<file path="config.mk">
export PLATFORM = sky130hd
export DESIGN_NAME = sprite_line_fetcher_flat
export DESIGN_NICKNAME = d
export VERILOG_FILES = /design/src/rtl/sprite_line_fetcher_if.sv /design/src/rtl/sprite_line_fetcher.sv /design/src/flat_wrapper.sv
export SDC_FILE = /design/constraint.sdc
export NUM_CORES = 1
export LEC_CHECK = 0
export ABC_AREA = 1
export CORE_MARGIN = 1
export CORE_UTILIZATION = 53
export DETAILED_ROUTE_END_ITERATION = 10
export GPL_TIMING_DRIVEN = 0
export HOLD_SLACK_MARGIN = 0.02
export PLACE_DENSITY_LB_ADDON = 0.3
export SKIP_CTS_REPAIR_TIMING = 1
export SYNTH_ARGS = -nofsm -noshare
export SYNTH_HDL_FRONTEND = slang
export SYNTH_SLANG_ARGS = --single-unit
</file>
<file path="constraint.sdc">
create_clock -name clk -period 6.95 [get_ports clk]
set_input_delay 1.39 -clock clk [delete_from_list [all_inputs] [get_ports clk]]
set_output_delay 1.39 -clock clk [all_outputs]
set_load 0.01 [all_outputs]
</file>
<file path="src/rtl/sprite_line_fetcher_if.sv">
// Sprite ROM read port plus line-buffer write port shared by the line fetcher.
interface sprite_line_fetcher_if #(
  parameter int ROM_ADDR_WIDTH = 9,
  parameter int COLOR_DEPTH    = 2,
  parameter int IDX_W          = 3
);
  logic                      rom_rd_en;
  logic [ROM_ADDR_WIDTH-1:0] rom_addr;
  logic [COLOR_DEPTH-1:0]    rom_data;
  logic                      buf_wr_en;
  logic                      buf_wr_player;
  logic [IDX_W-1:0]          buf_wr_idx;
  logic [COLOR_DEPTH-1:0]    buf_wr_data;

  modport master (
    output rom_rd_en, rom_addr, buf_wr_en, buf_wr_player, buf_wr_idx, buf_wr_data,
    input  rom_data
  );

  modport slave (
    input  rom_rd_en, rom_addr, buf_wr_en, buf_wr_player, buf_wr_idx, buf_wr_data,
    output rom_data
  );
endinterface

</file>
<file path="src/rtl/sprite_line_fetcher.sv">
// Per-scanline sprite row fetcher: checks both fighters against the upcoming
// line, streams the overlapping sprite rows out of the shared ROM and writes
// them into the matching line buffer. Service order alternates every line.
module sprite_line_fetcher #(
  parameter int SPRITE_WIDTH   = 8,
  parameter int SPRITE_HEIGHT  = 8,
  parameter int FRAME_BITS     = 3,
  parameter int COLOR_DEPTH    = 2,
  parameter int ROM_ADDR_WIDTH = 9
) (
  input  logic                  reset,
  input  logic                  clk,
  input  logic                  line_start,
  input  logic [9:0]            next_line,
  input  logic [9:0]            p0_y,
  input  logic [FRAME_BITS-1:0] p0_sel,
  input  logic [9:0]            p1_y,
  input  logic [FRAME_BITS-1:0] p1_sel,
  sprite_line_fetcher_if.master bus,
  output logic                  p0_line_valid,
  output logic                  p1_line_valid,
  output logic                  busy,
  output logic                  overrun
);

  localparam int IDX_W = $clog2(SPRITE_WIDTH);
  localparam int ROW_W = $clog2(SPRITE_HEIGHT);

  typedef enum logic [1:0] {IDLE, CHECK, FETCH, DRAIN} state_e;

  state_e                    state_q, state_d;
  logic                      prio_q, prio_d;
  logic                      cur_q, cur_d;
  logic                      second_q, second_d;
  logic [9:0]                line_q, line_d;
  logic [9:0]                y0_q, y0_d, y1_q, y1_d;
  logic [FRAME_BITS-1:0]     sel0_q, sel0_d, sel1_q, sel1_d;
  logic [ROW_W-1:0]          row_q, row_d;
  logic [IDX_W-1:0]          col_q, col_d;
  logic                      rom_rd_en_q, rom_rd_en_d;
  logic [ROM_ADDR_WIDTH-1:0] rom_addr_q, rom_addr_d;
  logic                      buf_wr_en_q, buf_wr_en_d;
  logic                      buf_wr_player_q, buf_wr_player_d;
  logic [IDX_W-1:0]          buf_wr_idx_q, buf_wr_idx_d;
  logic [1:0]                valid_q, valid_d;
  logic                      busy_q, busy_d;
  logic                      overrun_q, overrun_d;

  logic [9:0]                cur_y;
  logic [FRAME_BITS-1:0]     cur_sel;
  logic [10:0]               l_ext, y_ext;
  logic                      hit;
  logic [ROW_W-1:0]          row_w;
  logic [IDX_W-1:0]          col_inc;

  // Next-state and registered-output computation for the fetch sequencer
  always_comb begin
    state_d         = state_q;
    prio_d          = prio_q;
    cur_d           = cur_q;
    second_d        = second_q;
    line_d          = line_q;
    y0_d            = y0_q;
    y1_d            = y1_q;
    sel0_d          = sel0_q;
    sel1_d          = sel1_q;
    row_d           = row_q;
    col_d           = col_q;
    valid_d         = valid_q;
    rom_rd_en_d     = 1'b0;
    rom_addr_d      = '0;
    // Writes trail reads by one cycle to line up with the ROM data latency.
    buf_wr_en_d     = rom_rd_en_q;
    buf_wr_player_d = rom_rd_en_q ? cur_q : 1'b0;
    buf_wr_idx_d    = rom_rd_en_q ? rom_addr_q[IDX_W-1:0] : '0;
    overrun_d       = line_start && (state_q != IDLE);

    cur_y   = cur_q ? y1_q : y0_q;
    cur_sel = cur_q ? sel1_q : sel0_q;
    // 11-bit compare so y + height cannot wrap past 1023.
    l_ext   = {1'b0, line_q};
    y_ext   = {1'b0, cur_y};
    hit     = (l_ext >= y_ext) && (l_ext < (y_ext + 11'(SPRITE_HEIGHT)));
    row_w   = ROW_W'(line_q - cur_y);
    col_inc = col_q + IDX_W'(1);

    case (state_q)
      IDLE: begin
        if (line_start) begin
          line_d   = next_line;
          y0_d     = p0_y;
          y1_d     = p1_y;
          sel0_d   = p0_sel;
          sel1_d   = p1_sel;
          cur_d    = prio_q;
          prio_d   = ~prio_q;
          second_d = 1'b0;
          valid_d  = '0;
          state_d  = CHECK;
        end
      end
      CHECK: begin
        if (hit) begin
          state_d     = FETCH;
          row_d       = row_w;
          col_d       = '0;
          rom_rd_en_d = 1'b1;
          rom_addr_d  = ROM_ADDR_WIDTH'({cur_sel, row_w, IDX_W'(0)});
        end else if (second_q) begin
          state_d = IDLE;
        end else begin
          cur_d    = ~cur_q;
          second_d = 1'b1;
        end
      end
      FETCH: begin
        if (col_q == IDX_W'(SPRITE_WIDTH - 1)) begin
          state_d = DRAIN;
        end else begin
          col_d       = col_inc;
          rom_rd_en_d = 1'b1;
          rom_addr_d  = ROM_ADDR_WIDTH'({cur_sel, row_q, col_inc});
        end
      end
      DRAIN: begin
        valid_d[cur_q] = 1'b1;
        if (second_q) begin
          state_d = IDLE;
        end else begin
          state_d  = CHECK;
          cur_d    = ~cur_q;
          second_d = 1'b1;
        end
      end
      default: state_d = IDLE;
    endcase

    busy_d = (state_d != IDLE);
  end

  // State and output registers; reset aborts any job in flight
  always_ff @(posedge clk or negedge reset) begin
    if (!reset) begin
      state_q         <= IDLE;
      prio_q          <= 1'b0;
      cur_q           <= 1'b0;
      second_q        <= 1'b0;
      line_q          <= '0;
      y0_q            <= '0;
      y1_q            <= '0;
      sel0_q          <= '0;
      sel1_q          <= '0;
      row_q           <= '0;
      col_q           <= '0;
      rom_rd_en_q     <= 1'b0;
      rom_addr_q      <= '0;
      buf_wr_en_q     <= 1'b0;
      buf_wr_player_q <= 1'b0;
      buf_wr_idx_q    <= '0;
      valid_q         <= '0;
      busy_q          <= 1'b0;
      overrun_q       <= 1'b0;
    end else begin
      state_q         <= state_d;
      prio_q          <= prio_d;
      cur_q           <= cur_d;
      second_q        <= second_d;
      line_q          <= line_d;
      y0_q            <= y0_d;
      y1_q            <= y1_d;
      sel0_q          <= sel0_d;
      sel1_q          <= sel1_d;
      row_q           <= row_d;
      col_q           <= col_d;
      rom_rd_en_q     <= rom_rd_en_d;
      rom_addr_q      <= rom_addr_d;
      buf_wr_en_q     <= buf_wr_en_d;
      buf_wr_player_q <= buf_wr_player_d;
      buf_wr_idx_q    <= buf_wr_idx_d;
      valid_q         <= valid_d;
      busy_q          <= busy_d;
      overrun_q       <= overrun_d;
    end
  end

  assign bus.rom_rd_en     = rom_rd_en_q;
  assign bus.rom_addr      = rom_addr_q;
  assign bus.buf_wr_en     = buf_wr_en_q;
  assign bus.buf_wr_player = buf_wr_player_q;
  assign bus.buf_wr_idx    = buf_wr_idx_q;
  // ROM data arrives in the write cycle itself, so it passes straight through.
  assign bus.buf_wr_data   = buf_wr_en_q ? bus.rom_data : '0;
  assign p0_line_valid     = valid_q[0];
  assign p1_line_valid     = valid_q[1];
  assign busy              = busy_q;
  assign overrun           = overrun_q;

endmodule

</file>
<file path="src/flat_wrapper.sv">
// flat-port wrapper written by rule: the top's interface ports become plain ports
module sprite_line_fetcher_flat 
#(
  parameter int SPRITE_WIDTH   = 8,
  parameter int SPRITE_HEIGHT  = 8,
  parameter int FRAME_BITS     = 3,
  parameter int COLOR_DEPTH    = 2,
  parameter int ROM_ADDR_WIDTH = 9
)
  (reset, clk, line_start, next_line, p0_y, p0_sel, p1_y, p1_sel, p0_line_valid, p1_line_valid, busy, overrun, bus_rom_rd_en, bus_rom_addr, bus_buf_wr_en, bus_buf_wr_player, bus_buf_wr_idx, bus_buf_wr_data, bus_rom_data);
  sprite_line_fetcher_if #(.ROM_ADDR_WIDTH(ROM_ADDR_WIDTH), .COLOR_DEPTH(COLOR_DEPTH), .IDX_W((3))) bus_i ();
  input  logic reset;
  input  logic clk;
  input  logic line_start;
  input  logic [9:0] next_line;
  input  logic [9:0] p0_y;
  input  logic [FRAME_BITS-1:0] p0_sel;
  input  logic [9:0] p1_y;
  input  logic [FRAME_BITS-1:0] p1_sel;
  output logic p0_line_valid;
  output logic p1_line_valid;
  output logic busy;
  output logic overrun;
  output wire logic [$bits(bus_i.rom_rd_en)-1:0] bus_rom_rd_en;
  output wire logic [$bits(bus_i.rom_addr)-1:0] bus_rom_addr;
  output wire logic [$bits(bus_i.buf_wr_en)-1:0] bus_buf_wr_en;
  output wire logic [$bits(bus_i.buf_wr_player)-1:0] bus_buf_wr_player;
  output wire logic [$bits(bus_i.buf_wr_idx)-1:0] bus_buf_wr_idx;
  output wire logic [$bits(bus_i.buf_wr_data)-1:0] bus_buf_wr_data;
  input wire logic [$bits(bus_i.rom_data)-1:0] bus_rom_data;
  assign bus_rom_rd_en = bus_i.rom_rd_en;
  assign bus_rom_addr = bus_i.rom_addr;
  assign bus_buf_wr_en = bus_i.buf_wr_en;
  assign bus_buf_wr_player = bus_i.buf_wr_player;
  assign bus_buf_wr_idx = bus_i.buf_wr_idx;
  assign bus_buf_wr_data = bus_i.buf_wr_data;
  assign bus_i.rom_data = bus_rom_data;
  sprite_line_fetcher #(.SPRITE_WIDTH(SPRITE_WIDTH), .SPRITE_HEIGHT(SPRITE_HEIGHT), .FRAME_BITS(FRAME_BITS), .COLOR_DEPTH(COLOR_DEPTH), .ROM_ADDR_WIDTH(ROM_ADDR_WIDTH)) u_core (.reset(reset), .clk(clk), .line_start(line_start), .next_line(next_line), .p0_y(p0_y), .p0_sel(p0_sel), .p1_y(p1_y), .p1_sel(p1_sel), .bus(bus_i), .p0_line_valid(p0_line_valid), .p1_line_valid(p1_line_valid), .busy(busy), .overrun(overrun));
endmodule
</file>
==> out/results.txt <==
HPWL after DPL -> 5100 um
top-level port count -> 62
PortBufs -> 61
wire per inst -> 12.5 um
post-synthesis cell area -> 3410 um2
initial antenna violation count -> 0
Setup CP Type -> input port to output pin
Pins Over Slew Limit -> 0
Max Cap Viol -> 0
DR DRC count -> 0
Antenna Nets Post-Route -> 0
Worst EP required -> 5.56 ns
Initial Util -> 56.2%
Routability Congestion -> 0.847
final worst slack -> 3.10 ns
Reg2Reg Setup Slack -> 4.05 ns
Clock Pin Slew Worst Setup and Hold Paths -> 0.07 ns
worst min path class -> flop to flop
largest net degree at the start of global routing -> 67
Overflow after GRT -> 0
Relative slew margins -> 46.5%
DR iter-0 viols -> 118
Multi-input gate area -> 1560 um2
CTS sink cnt -> 66
Final Setup Violations -> 0
CORE AREA -> 6060 um2
Tightest Pin Transition -> 0.802 ns
commonest non-fill, non-tap cell in the layout -> nand2_1
placed cell area -> 4110 um2
routed vias -> 2789
syn nets -> 473
Highest Clock Rate -> 260 MHz
clk root buf -> clkbuf_8
DRT Wirelength -> 6990 um
1st-pass router iterations -> 4
peak supply drop -> 0.284 mV
CP Capture Type -> output pin
Overall Global Routing Usage -> 23.8%
Synth area leader -> dfrtp_1
most frequent cells in the layout -> nand2_1 (176), dfrtp_1 (66), clkdlybuf4s50_1 (60)
fin nets -> 545
n_diodes -> 0
Final Cycle Share -> 55.4%
synth warn -> 0
Die Area -> 6760 um2
pre-CTS WS -> 3.10 ns
P_leak -> 2.28 nW
register area -> 1650 um2
placed cell count -> 543
total number of H-tree levels -> 3
status -> finished, final reports clean
vias per cell -> 4.99
setup TNS -> 0 ns
PD cells -> 468 nW/um2
clk_lat worst skew -> 0.34 ns
CTS buffer count -> 9
Finished Cell Area -> 4340 um2
top-area cell type share of the netlist area -> 48.5%
first-pass GRT wire length -> 11800 um
sequential share of the synthesized area -> 48.5%
Mapped Avg Cell Area -> 8.37 um2
post-layout min period -> 3.85 ns
filler cell count -> 480
standard-cell row count -> 28
RSZ-0062 raised after global routing -> false
Syn Inst Count -> 407
share of layout cells above drive strength 1 -> 8.88%
synthesis-to-finish area growth -> 27.2%
Final Hold Viols -> 0
Worst Setup Start Kind -> input port
TritonCTS clock tree -> done
Die Wd -> 82.2 um
post-synth cell types -> 31
clk_skew -> 0.00583 ns
count of state elements after synthesis -> 66
Synth area leaders -> dfrtp_1 (48%), nand2_1 (19%), ha_1 (8.8%)
CTS Buffer Depth -> 2
vias in the first global route -> 2603
DIE HEIGHT -> 82.2 um
Non-Filler Instances -> 559
critical-path maximum fanout -> 1
Critical Path AT -> 2.46 ns
-- layer usage --
layer / global-route usage, % / up-vias / wire length (um)
met4: 9.65 / 0 / 105
met1: 31.0 / 1295 / 3140
met3: 5.60 / 9 / 385
met5: 0 / - / 0
met2: 38.2 / 83 / 3360
li1: - / 1402 / -
-- layout make-up --
cell class                      count  share of cell area (%)
Tap cell                           75                    2.16
Timing Repair Buffer               61                    14.0
Clock buffer                       10                    3.17
Sequential cell                    66                    38.1
Multi-Input combinational cell    293                    36.0
Buffer                              9                   0.952
Clock inverter                      6                    2.02
Inverter                           39                    3.55
-- metrics by stage --
step | power, mW | hold slack, ns | utilization, %
2_1_floorplan | 1.38 | 0.447 | -
3_3_place_gp | 1.62 | 0.439 | 67.9
3_5_place_dp | 1.66 | 0.460 | 67.8
4_1_cts | 2.04 | 0.477 | 71.5
5_1_grt | 2.21 | 0.496 | 71.5
6_report | 2.03 | 0.470 | 71.5
-- worst max-delay path, stage by stage --
cell and delay (ns):
clkdlybuf4s50_1 0.45, nand2_1 0.05, inv_1 0.05, clkdlybuf4s50_1 0.52
-- state kept, by name, indices dropped and copies added, names as in the netlist, 3 cells and up --
signal                 cells
u_core.bus.buf_wr_idx      3
u_core.line_q             10
u_core.sel0_q              3
u_core.sel1_q              3
u_core.row_q               3
u_core.y0_q               10
u_core.col_q               3
u_core.y1_q               10
u_core.bus.rom_addr        9
-- report_power, final --
part	leakage [nW]	internal [mW]	switching (mW)
combinational	1.32	0.408	0.625
sequential	0.844	0.535	0.0932
clock	0.117	0.212	0.154
total	2.28	1.16	0.872
-- cells in the mapped netlist --
| cell | number |
|---|---|
| clkbuf_1 | 7 |
| inv_2 | 1 |
| o21ai_1 | 3 |
| nor2_1 | 18 |
| a221oi_1 | 1 |
| nand2_1 | 176 |
| nand2_2 | 12 |
| inv_8 | 1 |
| nand4_4 | 1 |
| xor2_1 | 5 |
| xnor2_1 | 2 |
| or2_2 | 1 |
| fa_1 | 1 |
| nand3_1 | 10 |
| buf_1 | 1 |
| ha_1 | 24 |
| nor2_4 | 2 |
| nand2_4 | 2 |
| nand4_1 | 1 |
| inv_1 | 37 |
| a21boi_2 | 1 |
| nand3b_1 | 1 |
| nand3_2 | 2 |
| a21o_1 | 1 |
| nor3_1 | 3 |
| o21ai_2 | 2 |
| mux2i_1 | 5 |
| buf_6 | 1 |
| dfrtp_1 | 66 |
| o21ai_0 | 6 |
| a21oi_1 | 13 |
-- kinds of logic (layout without fill, tap and decap cells) --
| group | after synthesis | in the layout | share of synthesized area [%] |
|---|---|---|---|
| AO/OA/AOI/OAI | 27 | 27 | 4.55 |
| XOR/XNOR | 7 | 7 | 1.80 |
| adder cells (fa/ha/maj) | 25 | 25 | 9.40 |
| buffers and inverters | 48 | 125 | 5.73 |
| flip-flops | 66 | 66 | 48.5 |
| multiplexers | 5 | 5 | 1.47 |
| AND/OR/NAND/NOR | 229 | 229 | 28.6 |
-- final timing paths --
check	startpoint	to	cells past startpoint
min in group asynchronous	reset	u_core.y1_q[2]	1
max in group asynchronous	reset	u_core.line_q[6]	1
max reg2reg	u_core.cur_q	u_core.bus.rom_rd_en	12
min	u_core.bus.rom_addr[2]	u_core.bus.buf_wr_idx[2]	2
min reg2reg	u_core.bus.rom_addr[2]	u_core.bus.buf_wr_idx[2]	2
max	bus_rom_data[0]	bus_buf_wr_data[0]	4
(Power assumes the default switching activity.)
==> variant 1 (same flow settings) <==
Add an input register stage for `line_start`, `next_line`, `p0_y`, `p0_sel`, `p1_y` and `p1_sel`, with the module's reset; this delays them by one clock. The other inputs are not delayed to match.
--- a/src/rtl/sprite_line_fetcher.sv
+++ b/src/rtl/sprite_line_fetcher.sv
@@ -29,4 +29,29 @@
   typedef enum logic [1:0] {IDLE, CHECK, FETCH, DRAIN} state_e;
 
+  logic line_start_q;
+  logic [9:0] next_line_q;
+  logic [9:0] p0_y_q;
+  logic [FRAME_BITS-1:0] p0_sel_q;
+  logic [9:0] p1_y_q;
+  logic [FRAME_BITS-1:0] p1_sel_q;
+
+  always_ff @(posedge clk or negedge reset) begin
+    if (!reset) begin
+      line_start_q <= '0;
+      next_line_q  <= '0;
+      p0_y_q       <= '0;
+      p0_sel_q     <= '0;
+      p1_y_q       <= '0;
+      p1_sel_q     <= '0;
+    end else begin
+      line_start_q <= line_start;
+      next_line_q  <= next_line;
+      p0_y_q       <= p0_y;
+      p0_sel_q     <= p0_sel;
+      p1_y_q       <= p1_y;
+      p1_sel_q     <= p1_sel;
+    end
+  end
+
   state_e                    state_q, state_d;
   logic                      prio_q, prio_d;
@@ -74,5 +99,5 @@
     buf_wr_player_d = rom_rd_en_q ? cur_q : 1'b0;
     buf_wr_idx_d    = rom_rd_en_q ? rom_addr_q[IDX_W-1:0] : '0;
-    overrun_d       = line_start && (state_q != IDLE);
+    overrun_d       = line_start_q && (state_q != IDLE);
 
     cur_y   = cur_q ? y1_q : y0_q;
@@ -87,10 +112,10 @@
     case (state_q)
       IDLE: begin
-        if (line_start) begin
-          line_d   = next_line;
-          y0_d     = p0_y;
-          y1_d     = p1_y;
-          sel0_d   = p0_sel;
-          sel1_d   = p1_sel;
+        if (line_start_q) begin
+          line_d   = next_line_q;
+          y0_d     = p0_y_q;
+          y1_d     = p1_y_q;
+          sel0_d   = p0_sel_q;
+          sel1_d   = p1_sel_q;
           cur_d    = prio_q;
           prio_d   = ~prio_q;
Check against the original RTL: not equivalent (Yosys sat finds a counterexample within 4 cycles, from zero or initial values and one cycle with reset low).
==> variant 1 against the original RTL <==
  * Sequential cell count increased by 37
  * Sequential share of layout area up 10 points
  * Critical endpoint unchanged
  * Register-to-register slack worse by 30 ps
  * Clock power grew 7.9%
  * Cell area grew 23%
  * Worst setup slack better by 5.5 ps
  * Largest power group unchanged
  * Sequential power increased by 37%
  * Non-clock buffer count up 1
  * Power up 13%
  * Synthesized area increased by 27%
  * Routed wire length increased by 9.8%
==> variant 1: results (changes against the original RTL) <==
- Mapped Avg Cell Area: 9.70 um^2 (was 8.37 um^2)
- Status: completed (unchanged)
- First-pass GRT wire length: 13400 um (was 11800 um)
- Synth top area cells: dfrtp_1 60%, nand2_1 16%, ha_1 6.9% (was dfrtp_1 48%, nand2_1 19%, ha_1 8.8%)
- Peak supply drop: 0.000195 V (was 0.000284 V)
- Cell variety after synth: 29 (was 31)
- Nets@finish: 585 (was 545)
- Post-synthesis sequential area ratio: 0.596 (was 0.485)
- Multiplexer share of the synthesized area: 0.0116 (was 0.0147)
- Drt total wl: 7670 um (was 6990 um)
- Hold Path Origin: u_core.p0_y_q[0]$_DFF_PN0_ (was u_core.bus.rom_addr[2]$_DFF_PN0_)
- Internal power: 0.00134 W (was 0.00116 W)
- Worst-Skew Late Latency: 370 ps (was 340 ps)
- Clk tree area frac: 0.0422 (was 0.0519)
- Reg2reg end: u_core.col_q[1]$_DFFE_PN0P_ (was u_core.bus.rom_rd_en$_DFF_PN0_)
- Post-DP HPWL: 5660 um (was 5100 um)
- Period Utilization, post-route: 0.553 (was 0.554)
- Hold Slack: 445 ps (was 470 ps)
- R2R setup slack: 4020 ps (was 4050 ps)
- CTS Sinks: 103 (was 66)
- GP Congestion: 0.848 (was 0.847)
- Synth cell count leaders: 179 x nand2_1, 103 x dfrtp_1, 38 x inv_1 (was 176 x nand2_1, 66 x dfrtp_1, 37 x inv_1)
- Multi-input combinational area share: 0.291 (was 0.360)
- Nonclk buf count: 71 (was 70)
- Leak: 2.72 nW (was 2.28 nW)
- Global Route Usage Sum: 0.203 (was 0.238)
- DR WL/cell: 12.2 um (was 12.5 um)
- Post-synthesis xor/xnor area fraction: 0.0142 (was 0.0180)
- Clock-pin slew on the worst setup and hold paths: 100 ps (was 70 ps)
- Setup Skew: 9.97 ps (was 5.83 ps)
- Reg2Reg Depth: 16 (was 12)
- Layout cells sized above 1: 0.0802 (was 0.0888)
- Pre-CTS setup slack: 3100 ps (about the same)
==> variant 1: changes by cell type after synthesis, sizes merged <==
cell    delta
dfrtp     +37
nand2      +1
nor2       +2
xor2       +1
inv        +1
nand3      -1
buf        -1
o21ai      -1
clkbuf     +1
xnor2      -1
==> variant 1: power by group through the flow <==
stage          clock network (W)  logic (W)  registers [W]
6_report                0.000395    0.00103       0.000858
5_1_grt                 0.000432    0.00119       0.000877
4_1_cts                 0.000407    0.00104       0.000859
3_5_place_dp                   0    0.00103       0.000869
3_3_place_gp                   0   0.000981       0.000863
2_1_floorplan                  0   0.000749       0.000852
==> variant 1: per-layer routing <==
metal  part of all wire  vias to the layer above  GRT usage
li1                   -                     1523          -
met1               0.44                     1398      0.238
met2               0.50                       82      0.364
met3              0.042                       13     0.0460
met4              0.016                        0     0.0716
met5                  0                        -          0
==> variant 1: critical path, stage by stage <==
cell and delay, ps:
clkdlybuf4s50_1 460, nand2_1 50, inv_1 40, clkdlybuf4s50_1 520
==> variant 2 (same settings) <==
Made on the original files. `SPRITE_HEIGHT` is set to 8 in 2 places; all go to 16.
--- a/src/rtl/sprite_line_fetcher.sv
+++ b/src/rtl/sprite_line_fetcher.sv
@@ -4,5 +4,5 @@
 module sprite_line_fetcher #(
   parameter int SPRITE_WIDTH   = 8,
-  parameter int SPRITE_HEIGHT  = 8,
+  parameter int SPRITE_HEIGHT  = 16,
   parameter int FRAME_BITS     = 3,
   parameter int COLOR_DEPTH    = 2,
--- a/src/flat_wrapper.sv
+++ b/src/flat_wrapper.sv
@@ -3,5 +3,5 @@
 #(
   parameter int SPRITE_WIDTH   = 8,
-  parameter int SPRITE_HEIGHT  = 8,
+  parameter int SPRITE_HEIGHT  = 16,
   parameter int FRAME_BITS     = 3,
   parameter int COLOR_DEPTH    = 2,
Behaviour: not the same (Yosys sat finds a counterexample within 4 cycles, from zero or initial values and one cycle with reset low).
==> variant 2 against the original RTL <==
  * Power down 2.4%
  * Worst setup slack worse by 20 ps
  * Routed wire length down 1.1%
  * Non-clock buffer count down 1
  * Synthesized area down 2.9%
  * Sequential cell count down 1
  * Sequential share of layout area up 0.58 points
  * Cell area down 3.0%
  * Via count down 2.2%
  * Die area down 2.8%
  * Critical path type unchanged
  * Highest routed layer unchanged
==> variant 2: results (changes against the original RTL) <==
- Peak supply drop: 0.000229 V (was 0.000284 V)
- Initial DRC count: 134 (was 118)
- Multi-input combinational gate total: 285 (was 293)
- WL met3: 328 um (was 385 um)
- Data buffer area share: 0.154 (was 0.150)
- Clk tree area frac: 0.0467 (was 0.0519)
- Multiplexer share of the synthesized area: 0.0151 (was 0.0147)
- Synthesized Nets: 460 (was 473)
- Combinational Power Share: 0.528 (was 0.510)
- Largest net degree at the start of global routing: 36 (was 67)
- Non-clock inverter count: 36 (was 39)
- Seq/total area: 0.387 (was 0.381)
- Global Route Usage Sum: 0.243 (was 0.238)
- Die area: 6560 um^2 (was 6760 um^2)
- Post-synthesis sequential area ratio: 0.491 (was 0.485)
- Cell Area, Placed: 4010 um^2 (was 4110 um^2)
- GP Congestion: 0.842 (was 0.847)
- Status: completed (unchanged)
- Met2 GRT Util: 0.413 (was 0.382)
- Adder-cell share of the synthesized area: 0.0930 (was 0.0940)
- Layout cells sized above 1: 0.0807 (was 0.0888)
- Met1 Resource Use GR: 0.305 (was 0.310)
- CTS Sinks: 65 (was 66)
- Synthesis-to-finish area growth: 27.1% (was 27.2%)
- Fill cell count: 474 (was 480)
- Vias/cell: 5.00 (was 4.99)
- Post-synthesis xor/xnor area fraction: 0.0185 (was 0.0180)
- Synth Area in Compound Gates: 0.0476 (was 0.0455)
## variant 2: cell count changes after synthesis, sizes merged, moves of 3 or more
cell	unedited run	this run
clkbuf	7	4
nand2	190	181
inv	39	36
buf	2	5
## variant 2: final timing paths
path / from / depth (start not counted) / slack, ps / to
hold reg to reg: u_core.bus.rom_addr[2]$_DFF_PN0_ / 2 / 470 / u_core.bus.buf_wr_idx[2]$_DFF_PN0_
max in group asynchronous: reset / 2 / 5230 / u_core.line_q[9]$_DFFE_PN0P_
setup reg to reg: u_core.cur_q$_DFFE_PN0P_ / 20 / 3980 / u_core.col_q[1]$_DFFE_PN0P_
min in group asynchronous: reset / 1 / 1090 / u_core.line_q[7]$_DFFE_PN0P_
setup / recovery: bus_rom_data[0] / 4 / 3080 / bus_buf_wr_data[0]
hold / removal: u_core.bus.rom_addr[2]$_DFF_PN0_ / 2 / 470 / u_core.bus.buf_wr_idx[2]$_DFF_PN0_
